File: config.mk
export PLATFORM = sky130hd
export DESIGN_NAME = if_prefetch_stage_flat
export DESIGN_NICKNAME = d
export VERILOG_FILES = /design/src/rtl/if_prefetch_stage_if.sv /design/src/rtl/if_prefetch_stage.sv /design/src/flat_wrapper.sv
export SDC_FILE = /design/constraint.sdc
export NUM_CORES = 1
export LEC_CHECK = 0
export BUFFER_PORTS_ARGS = -buffer_cell sky130_fd_sc_hd__buf_4
export CAP_MARGIN = 15
export CORE_ASPECT_RATIO = 0.8
export CORE_MARGIN = 3
export CORE_UTILIZATION = 45
export DETAILED_ROUTE_END_ITERATION = 16
export MAX_ROUTING_LAYER = met4
export SYNTH_ARGS = -nofsm -noshare
export SYNTH_HDL_FRONTEND = slang
export SYNTH_SLANG_ARGS = --single-unit
File: constraint.sdc
create_clock -name clk -period 9.4 [get_ports clk]
set_clock_uncertainty 0.1 [all_clocks]
set_input_delay 1.88 -clock clk [delete_from_list [all_inputs] [get_ports clk]]
set_output_delay 1.88 -clock clk [all_outputs]
set_load 0.02 [all_outputs]
File: src/rtl/if_prefetch_stage_if.sv
// IF stage bus bundle: branch redirect input, split addr_ok/data_ok instruction bus,
// and the IF->ID valid/allow_in handshake with {pc, inst, adef} payload.
interface if_prefetch_stage_if;
  logic        br_taken;
  logic [31:0] br_target;
  logic        inst_req;
  logic [31:0] inst_addr;
  logic        inst_addr_ok;
  logic        inst_data_ok;
  logic [31:0] inst_rdata;
  logic        ds_allow_in;
  logic        fs_to_ds_valid;
  logic [31:0] fs_pc;
  logic [31:0] fs_inst;
  logic        fs_adef;

  // The fetch stage itself.
  modport master (
    input  br_taken, br_target, inst_addr_ok, inst_data_ok, inst_rdata, ds_allow_in,
    output inst_req, inst_addr, fs_to_ds_valid, fs_pc, fs_inst, fs_adef
  );

  // Everything around it: redirect logic, instruction bus slave, ID stage.
  modport slave (
    output br_taken, br_target, inst_addr_ok, inst_data_ok, inst_rdata, ds_allow_in,
    input  inst_req, inst_addr, fs_to_ds_valid, fs_pc, fs_inst, fs_adef
  );
endinterface

File: src/rtl/if_prefetch_stage.sv
// Instruction-fetch stage: credit-limited pipelined requests, in-order response matching,
// prefetch FIFO towards ID, branch flush with in-flight discard, misaligned-PC exception entry.
module if_prefetch_stage #(
  parameter logic [31:0] RESET_PC        = 32'h1c000000,
  parameter int          FIFO_DEPTH      = 4,
  parameter int          MAX_OUTSTANDING = 2
) (
  input  logic                clk,
  input  logic                resetn,
  if_prefetch_stage_if.master bus
);
  localparam int CW = $clog2(FIFO_DEPTH + 1);
  localparam int PW = $clog2(FIFO_DEPTH);
  localparam int QW = (MAX_OUTSTANDING > 1) ? $clog2(MAX_OUTSTANDING) : 1;

  logic [31:0]   pc_req_q, pc_req_d;
  logic [CW-1:0] out_cnt_q, out_cnt_d;
  logic [CW-1:0] discard_q, discard_d;
  logic          adef_stall_q, adef_stall_d;
  logic [CW-1:0] fifo_cnt_q, fifo_cnt_d;
  logic [PW-1:0] fifo_rd_q, fifo_rd_d;
  logic [PW-1:0] fifo_wr_q, fifo_wr_d;
  logic [QW-1:0] pend_rd_q, pend_rd_d;
  logic [QW-1:0] pend_wr_q, pend_wr_d;

  logic [31:0]   fifo_pc_q   [FIFO_DEPTH];
  logic [31:0]   fifo_inst_q [FIFO_DEPTH];
  logic          fifo_adef_q [FIFO_DEPTH];
  logic [31:0]   pend_pc_q   [MAX_OUTSTANDING];

  logic          fifo_empty, fifo_full, aligned, credit_ok;
  logic [CW:0]   credit_used;
  logic          acc, rsp, rsp_drop, rsp_keep, adef_push, fifo_push, fifo_pop, head_vis;
  logic [31:0]   push_pc, push_inst;
  logic          push_adef;

  function automatic logic [QW-1:0] pend_next(input logic [QW-1:0] p);
    return (p == QW'(MAX_OUTSTANDING - 1)) ? '0 : p + QW'(1);
  endfunction

  // Credits count discarded-but-in-flight requests as free: their data never lands in the FIFO.
  always_comb begin
    fifo_empty  = (fifo_cnt_q == '0);
    fifo_full   = (fifo_cnt_q == CW'(FIFO_DEPTH));
    aligned     = (pc_req_q[1:0] == 2'b00);
    credit_used = {1'b0, fifo_cnt_q} + {1'b0, out_cnt_q} - {1'b0, discard_q};
    credit_ok   = (out_cnt_q < CW'(MAX_OUTSTANDING)) && (credit_used < (CW+1)'(FIFO_DEPTH));
  end

  assign bus.inst_req       = resetn & ~bus.br_taken & ~adef_stall_q & aligned & credit_ok;
  assign bus.inst_addr      = pc_req_q;
  assign head_vis           = resetn & ~fifo_empty;
  assign bus.fs_to_ds_valid = head_vis & ~bus.br_taken;
  assign bus.fs_pc          = head_vis ? fifo_pc_q[fifo_rd_q]   : 32'h0;
  assign bus.fs_inst        = head_vis ? fifo_inst_q[fifo_rd_q] : 32'h0;
  assign bus.fs_adef        = head_vis & fifo_adef_q[fifo_rd_q];

  always_comb begin
    acc       = bus.inst_req & bus.inst_addr_ok;
    rsp       = bus.inst_data_ok;
    rsp_drop  = rsp & (discard_q != '0);
    rsp_keep  = rsp & (discard_q == '0) & ~bus.br_taken;
    adef_push = ~bus.br_taken & ~adef_stall_q & ~aligned & (out_cnt_q == '0)
              & (discard_q == '0) & ~fifo_full;
    fifo_push = rsp_keep | adef_push;
    fifo_pop  = bus.fs_to_ds_valid & bus.ds_allow_in;
    push_pc   = adef_push ? pc_req_q : pend_pc_q[pend_rd_q];
    push_inst = adef_push ? 32'h0 : bus.inst_rdata;
    push_adef = adef_push;
  end

  always_comb begin
    pc_req_d     = pc_req_q;
    adef_stall_d = adef_stall_q;
    out_cnt_d    = out_cnt_q + CW'(acc) - CW'(rsp);
    pend_wr_d    = acc ? pend_next(pend_wr_q) : pend_wr_q;
    pend_rd_d    = rsp ? pend_next(pend_rd_q) : pend_rd_q;
    discard_d    = discard_q - CW'(rsp_drop);
    fifo_cnt_d   = fifo_cnt_q + CW'(fifo_push) - CW'(fifo_pop);
    fifo_rd_d    = fifo_rd_q + PW'(fifo_pop);
    fifo_wr_d    = fifo_wr_q + PW'(fifo_push);
    if (bus.br_taken) begin
      // Everything still in flight after this edge belongs to the old path.
      pc_req_d     = bus.br_target;
      adef_stall_d = 1'b0;
      discard_d    = out_cnt_d;
      fifo_cnt_d   = '0;
      fifo_rd_d    = '0;
      fifo_wr_d    = '0;
    end else begin
      if (acc)       pc_req_d     = pc_req_q + 32'd4;
      if (adef_push) adef_stall_d = 1'b1;
    end
  end

  always_ff @(posedge clk) begin
    if (!resetn) begin
      pc_req_q     <= RESET_PC;
      out_cnt_q    <= '0;
      discard_q    <= '0;
      adef_stall_q <= 1'b0;
      fifo_cnt_q   <= '0;
      fifo_rd_q    <= '0;
      fifo_wr_q    <= '0;
      pend_rd_q    <= '0;
      pend_wr_q    <= '0;
    end else begin
      pc_req_q     <= pc_req_d;
      out_cnt_q    <= out_cnt_d;
      discard_q    <= discard_d;
      adef_stall_q <= adef_stall_d;
      fifo_cnt_q   <= fifo_cnt_d;
      fifo_rd_q    <= fifo_rd_d;
      fifo_wr_q    <= fifo_wr_d;
      pend_rd_q    <= pend_rd_d;
      pend_wr_q    <= pend_wr_d;
    end
  end

  // Payload storage carries no reset; validity comes from the counters and pointers.
  always_ff @(posedge clk) begin
    if (acc) pend_pc_q[pend_wr_q] <= pc_req_q;
    if (fifo_push) begin
      fifo_pc_q[fifo_wr_q]   <= push_pc;
      fifo_inst_q[fifo_wr_q] <= push_inst;
      fifo_adef_q[fifo_wr_q] <= push_adef;
    end
  end

  a_no_orphan_rsp: assert property (@(posedge clk) disable iff (!resetn)
    bus.inst_data_ok |-> (out_cnt_q != '0));
  a_no_push_full: assert property (@(posedge clk) disable iff (!resetn)
    fifo_push |-> !fifo_full);
endmodule

File: src/flat_wrapper.sv
// flat-port wrapper written by rule: the top's interface ports become plain ports
module if_prefetch_stage_flat 
#(
  parameter logic [31:0] RESET_PC        = 32'h1c000000,
  parameter int          FIFO_DEPTH      = 4,
  parameter int          MAX_OUTSTANDING = 2
)
  (clk, resetn, bus_br_taken, bus_br_target, bus_inst_addr_ok, bus_inst_data_ok, bus_inst_rdata, bus_ds_allow_in, bus_inst_req, bus_inst_addr, bus_fs_to_ds_valid, bus_fs_pc, bus_fs_inst, bus_fs_adef);
  if_prefetch_stage_if bus_i ();
  input  logic clk;
  input  logic resetn;
  input wire logic [$bits(bus_i.br_taken)-1:0] bus_br_taken;
  input wire logic [$bits(bus_i.br_target)-1:0] bus_br_target;
  input wire logic [$bits(bus_i.inst_addr_ok)-1:0] bus_inst_addr_ok;
  input wire logic [$bits(bus_i.inst_data_ok)-1:0] bus_inst_data_ok;
  input wire logic [$bits(bus_i.inst_rdata)-1:0] bus_inst_rdata;
  input wire logic [$bits(bus_i.ds_allow_in)-1:0] bus_ds_allow_in;
  output wire logic [$bits(bus_i.inst_req)-1:0] bus_inst_req;
  output wire logic [$bits(bus_i.inst_addr)-1:0] bus_inst_addr;
  output wire logic [$bits(bus_i.fs_to_ds_valid)-1:0] bus_fs_to_ds_valid;
  output wire logic [$bits(bus_i.fs_pc)-1:0] bus_fs_pc;
  output wire logic [$bits(bus_i.fs_inst)-1:0] bus_fs_inst;
  output wire logic [$bits(bus_i.fs_adef)-1:0] bus_fs_adef;
  assign bus_i.br_taken = bus_br_taken;
  assign bus_i.br_target = bus_br_target;
  assign bus_i.inst_addr_ok = bus_inst_addr_ok;
  assign bus_i.inst_data_ok = bus_inst_data_ok;
  assign bus_i.inst_rdata = bus_inst_rdata;
  assign bus_i.ds_allow_in = bus_ds_allow_in;
  assign bus_inst_req = bus_i.inst_req;
  assign bus_inst_addr = bus_i.inst_addr;
  assign bus_fs_to_ds_valid = bus_i.fs_to_ds_valid;
  assign bus_fs_pc = bus_i.fs_pc;
  assign bus_fs_inst = bus_i.fs_inst;
  assign bus_fs_adef = bus_i.fs_adef;
  if_prefetch_stage #(.RESET_PC(RESET_PC), .FIFO_DEPTH(FIFO_DEPTH), .MAX_OUTSTANDING(MAX_OUTSTANDING)) u_core (.clk(clk), .resetn(resetn), .bus(bus_i));
endmodule
## Yosys cells after proc, flatten, opt, wreduce, memory -nomap -nowiden

Memories as Yosys holds them, arrays and structs flattened. A register that Yosys moved wholly into a read port is not among the register bits.
Index checks and enable logic that the tools add are counted.

| word-level totals | value |
|---|---|
| flip-flop bits (word level) | 48 |
| bits in writable memories | 324 |
| bits of input ports | 70 |
| output and inout bits | 99 |
| word-level logic and storage cells | 78 |
| memories | 4 |

| cells by class | value |
|---|---|
| add/subtract/negate cells | 12 |
| $lt $le $gt $ge | 2 |
| eq/ne operators | 1 |
| mux-type cells | 18 |
| bitwise gates (word level) | 24 |
| reductions and logical operators | 8 |

Memory list:

| memory | depth | width | read ports | clocked after memory_dff | write ports | line | RTL |
|---|---|---|---|---|---|---|---|
| u_core.fifo_inst_q | 4 | 32 | 1 | 1 | 1 | if_prefetch_stage.sv:27 | `logic [31:0] fifo_inst_q [FIFO_DEPTH];` |
| u_core.fifo_pc_q | 4 | 32 | 1 | 1 | 1 | if_prefetch_stage.sv:26 | `logic [31:0] fifo_pc_q [FIFO_DEPTH];` |
| u_core.pend_pc_q | 2 | 32 | 1 | 1 | 1 | if_prefetch_stage.sv:29 | `logic [31:0] pend_pc_q [MAX_OUTSTANDING];` |
| u_core.fifo_adef_q | 4 | 1 | 1 | 1 | 1 | if_prefetch_stage.sv:28 | `logic fifo_adef_q [FIFO_DEPTH];` |

Operators by type and width:

| operator | count |
|---|---|
| $mux W32 | 6 |
| $add A32 B3 Y32 const B | 1 |
| $and A1 B1 Y1 | 17 |
| $logic_not A3 Y1 | 3 |
| $sub A3 B1 Y3 | 3 |
| $mux W1 | 8 |
| $add A3 B1 Y3 | 2 |
| $mux W2 | 3 |
| $not A1 Y1 | 6 |
| $add A2 B1 Y2 | 2 |
| $add A3 B3 Y4 | 1 |
| $lt A4 B3 Y1 const B | 1 |
| $sub A4 B3 Y4 | 1 |
| $eq A3 B3 Y1 const B | 1 |
| $lt A3 B2 Y1 const B | 1 |
| $mux W3 | 1 |
| $reduce_bool A3 Y1 | 1 |
| $add A1 B1 Y1 const B | 2 |
| $logic_not A2 Y1 | 1 |
| $reduce_bool A2 Y1 | 1 |
| $reduce_or A2 Y1 | 1 |
| $logic_and A1 B1 Y1 | 1 |
| $or A1 B1 Y1 | 1 |

## Longest topological paths before layout

| logic depth | value |
|---|---|
| word-level depth | 9 |
| mapped depth | 15 |
| gate-level depth less buffers | 13 |

## Least setup slack after synthesis

Ideal clock, no wire load.

| timing | value |
|---|---|
| kind | input to register |
| start | in bus_br_taken |
| end | mem u_core.fifo_adef_q[0], enable pin |
| library setup time | 585 ps |
| data arrival time | 7,530 ps |
| data required time | 8,715 ps |
| slack | 1,185 ps |
| cell stages on the path | 5 |
| path buffers | 2 |
| cells stage by stage | clkbuf_1 nor4_1 nand4_1 clkbuf_1 a211oi_1 |

| on the way | value |
|---|---|
| cells in the longest elaborated chain, start to end | 9 |
| elaborated cells on any way between the ends | 10 |
| those cells by class | 2 x mux; 8 x bitwise |

Ends and longest elaborated chain:

| item | line | RTL |
|---|---|---|
| start: declaration | flat_wrapper.sv:12 | `input wire logic [$bits(bus_i.br_taken)-1:0] bus_br_taken;` |
| $not A1 Y1 (*) | if_prefetch_stage.sv:62, if_prefetch_stage.sv:63 |  |
| $and A1 B1 Y1 (3 in series) | if_prefetch_stage.sv:63 | `adef_push = ~bus.br_taken & ~adef_stall_q & ~aligned & (out_cnt_q == '0)` |
| $and A1 B1 Y1 (2 in series) | if_prefetch_stage.sv:64 | `& (discard_q == '0) & ~fifo_full;` |
| $or A1 B1 Y1 (*) | if_prefetch_stage.sv:65 | `fifo_push = rsp_keep \| adef_push;` |
| $mux W1 (*) | if_prefetch_stage.sv:123 | `if (fifo_push) begin` |
| $mux W1 (implied by the code) (*) | if_prefetch_stage.sv:126 | `fifo_adef_q[fifo_wr_q] <= push_adef;` |
| end: declaration | if_prefetch_stage.sv:28 |  |

Mark *: on every way between the ends. The rest lies on a longest branch, timed or not.

## Worst setup path in the final report

| timing | value |
|---|---|
| start | in resetn |
| end | out bus_fs_pc[11] |

| on the way | value |
|---|---|
| cells in the longest elaborated chain, start to end | 2 |

Ends and longest elaborated chain:

| item | line | RTL |
|---|---|---|
| start: declaration | flat_wrapper.sv:11 | `input logic resetn;` |
| $and A1 B1 Y1 | if_prefetch_stage.sv:52 | `assign head_vis = resetn & ~fifo_empty;` |
| $mux W32 | if_prefetch_stage.sv:54 | `assign bus.fs_pc = head_vis ? fifo_pc_q[fifo_rd_q] : 32'h0;` |
| end: declaration | flat_wrapper.sv:21 | `output wire logic [$bits(bus_i.fs_pc)-1:0] bus_fs_pc;` |

Every way passes these cells.

==> impl_results.rst <==
.. list-table::
   :header-rows: 1

   * - Metric
     - Value
   * - Die outline area
     - 0.03695 mm²
   * - Number of synthesized register bits
     - 373
   * - Final antenna-violating net count
     - 0
   * - Kind of end point of the critical path
     - primary output
   * - Dpl hpwl
     - 20890 µm
   * - Share of Yosys cell area claimed by the top area cell type
     - 62.38%
   * - Total buffers and inverters traversed by the critical path
     - 3
   * - Number of violations of the max-capacitance limit
     - 0
   * - Number of vias per cell
     - 5.419
   * - Slew at the pin with the worst max-slew slack
     - 1102 ps
   * - Count of routing violations after the opening detailed-route iteration
     - 623
   * - Category of the worst setup path launch point
     - input port
   * - Sinks on Clock Net
     - 373
   * - Power share of the clock group
     - 38.8%
   * - Cell at the root of the clock tree
     - clkbuf_16
   * - Cells along the critical path
     - buf_4, nand2b_2, buf_4, nor2b_1, buf_4
   * - Number of core rows
     - 60
   * - Fraction of registers with async set or reset after synthesis
     - 0%
   * - Gate power share
     - 9.6%
   * - Port buffer count
     - 168
   * - Antenna diode count
     - 0
   * - CP delay by family, top
     - buffers and inverters
   * - RSZ-0062 raised after global routing
     - no
   * - Leakage power summed over all cells
     - 0.006367 µW
   * - Critical Path RT
     - 7420 ps
   * - Class of the worst hold path
     - reg2reg
   * - Detailed-route via count
     - 8904
   * - Worst path max stage delay
     - 380 ps
   * - Category of the critical setup timing path
     - in2out
   * - Top cell type by total area after synthesis
     - edfxtp_1
   * - Most area-consuming cells after synthesis
     - edfxtp_1 (62%), mux4_2 (9.4%), dfxtp_1 (6.3%)
   * - Minimum setup slack among reg-to-reg paths
     - 4980 ps
   * - Number of slew-limit violations in the final report
     - 0
   * - Count leader, synth
     - edfxtp_1
   * - Number of synthesized flops with an enable pin
     - 324
   * - Crit Path Max Fanout
     - 49
   * - Fraction of final layout cells sized beyond drive strength 1
     - 27.33%
   * - Number of detailed-routing iterations run before antenna repair
     - 5
   * - Maximum clock insertion buffer count
     - 3
   * - Worst vdd rail ir drop
     - 116.7 µV
   * - Number of cells produced by synthesis
     - 988
   * - WL/cell
     - 20.83 µm
   * - Final Critical Period
     - 5404 ps
   * - Cell type of the slowest stage on the worst timing path
     - buf_4
   * - Tot GR Track Use
     - 19.29%
   * - Data arrival time of the worst path
     - 3420 ps
   * - Switching component of the power
     - 848.3 µW
   * - Power per standard cell area
     - 202.9 mW/mm²
   * - Portion of total power attributed to sequential cells
     - 51.6%
   * - Register clock-pin slew on the reported worst setup and hold paths
     - 60 ps
   * - Final critical-path setup slack
     - 3996 ps
   * - Count of different cell masters after synthesis
     - 65
   * - Switching Share
     - 22.55%
   * - Chip Height
     - 172.5 µm
   * - Total wire length after detailed routing
     - 34220 µm
   * - Number of nets in the finished design
     - 1237
   * - Post-Synthesis Mean Instance Area
     - 15.79 µm²
   * - Largest net degree at the start of global routing
     - 98
   * - Synth-to-Final Area Change
     - 18.90%
   * - Final worst path period share
     - 57.48%
   * - Placeable core region
     - 0.03393 mm²
   * - Placer Congestion
     - 0.8257
   * - Post-CTS Repair Setup Buffers
     - 0
   * - Post-layout utilization of the core
     - 54.65%
   * - Aggregate global routing overflow
     - 0
   * - Starting density of the core
     - 45.97%
   * - Worst-Skew Late Latency
     - 520 ps
   * - Most used standard cells in the synthesized netlist
     - edfxtp_1 (324), mux4_2 (65), nor2b_1 (65)
   * - PnR Total Power
     - 3762 µW
   * - CTS tree
     - yes
   * - Post-synthesis cell area
     - 0.01560 mm²
   * - First-pass GRT wire length
     - 54250 µm
   * - Mapped Nets
     - 1075
   * - Quantity of gates resized following cts
     - 0
   * - Relative slew margins
     - 26.56%
   * - Sum of negative setup slack
     - 0 ps
   * - Number of hold violations in the final report
     - 0
   * - Part of the Yosys area used for sequential elements
     - 68.67%
   * - Number of buffers inserted during clock tree synthesis
     - 38
   * - Number of buffers inserted for hold repair after clock tree synthesis
     - 0
   * - Most numerous cell on the critical path
     - buf_4
   * - Maximum frequency from static timing analysis
     - 185.1 MHz
   * - Minimum setup slack after placement
     - 3961 ps
   * - Number of warnings issued by yosys
     - 0
   * - Internal Dissipation
     - 2914 µW
   * - Primary FF master, synth
     - edfxtp_1
   * - Initial antenna violation count
     - 0
   * - Setup Viol. Count Final
     - 0
   * - Remaining DRCs
     - 0
   * - IO Count
     - 169
   * - Count of filler cells inserted in the layout
     - 2795
   * - Outcome
     - finished clean
   * - Number of global-route vias before repair
     - 9155
   * - H-tree level count
     - 2
   * - Die W
     - 214.2 µm
==> worst paths after layout <==
kind | end | from | cells past startpoint
worst max-delay path | bus_fs_pc[11] | resetn | 5
worst min register to register | u_core.adef_stall_q | u_core.adef_stall_q | 2
worst max register to register | u_core.pend_pc_q[1][23] | u_core.fifo_cnt_q[1] | 11
worst min-delay path | u_core.adef_stall_q | u_core.adef_stall_q | 2
==> state kept, by name (all words and copies together), names as in the netlist, 2 cells and up, named ones only <==
signal and cells:
u_core.fifo_inst_q 128, u_core.fifo_pc_q 128, u_core.pend_pc_q 64, u_core.bus.inst_addr 32, u_core.fifo_adef_q 4, u_core.discard_q 3
u_core.fifo_cnt_q 3, u_core.out_cnt_q 3, u_core.fifo_rd_q 2, u_core.fifo_wr_q 2
==> layout make-up <==
type	instances	area (µm²)	area share [%]
Sequential cell	373	10720	57.80
Multi-Input combinational cell	534	4591	24.75
Inverter	23	86.33	0.4655
Clock buffer	51	1084	5.843
Clock inverter	17	132.6	0.7152
Tap cell	465	581.8	3.137
Timing Repair Buffer	180	1351	7.286
==> logic make-up after synthesis <==
family	Yosys count	share of synthesized area, %
AO/OA/AOI/OAI	101	4.300
adder cells (fa/ha/maj)	17	1.556
XOR/XNOR	9	0.5054
flip-flops	373	68.67
AND/OR/NAND/NOR	293	10.26
buffers and inverters	81	2.118
multiplexers	114	12.59
==> cells in the final DEF (no fill, tap or decap), types with 9 or more instances in the layout <==
master     synthesis  routed
a21oi_1           36      36
and2_1            43      43
and3_1            10       9
buf_4              3     180
clkbuf_16          0      41
dfxtp_1           49      46
edfxtp_1         324     324
ha_1              13      13
inv_1             22      22
mux2i_1           44      44
mux4_2            65      65
nand2_1           43      43
nand3_1           18      18
nor2_1            60      58
nor2b_1           65      65
nor3_1             9       9
o22ai_1           10      10
==> power groups by stage <==
stage                     Sequential (µW)  Combinational, µW  Clock (µW)
after floorplan                      1970                238           0
after global routing                 1950                401        1580
final                                1940                362        1460
after global placement               1970                361           0
after CTS                            1940                367        1500
after detailed placement             1980                365           0
==> metrics by stage <==
step	cell area, µm²	hold WS [ps]	std cells
after floorplan	15600	364.4	988
after global placement	17330	391.7	1575
after detailed placement	17330	404.2	1575
after CTS	18550	416.7	1643
after global routing	18550	459.3	1643
final	18550	412.5	1643
==> tightest hold or removal path, cell delays in order, from the launching register on <==
cell	delay, ps
dfxtp_1	320
nor2_1	100
nor2_1	40
==> metal layers <==
layer	global-route usage, %	wire length [µm]
met4	4.627	621
met3	3.409	1911
met1	28.81	16350
met5	-	0
met2	27.79	15340
No activity file was read; power rests on OpenSTA's default activity.
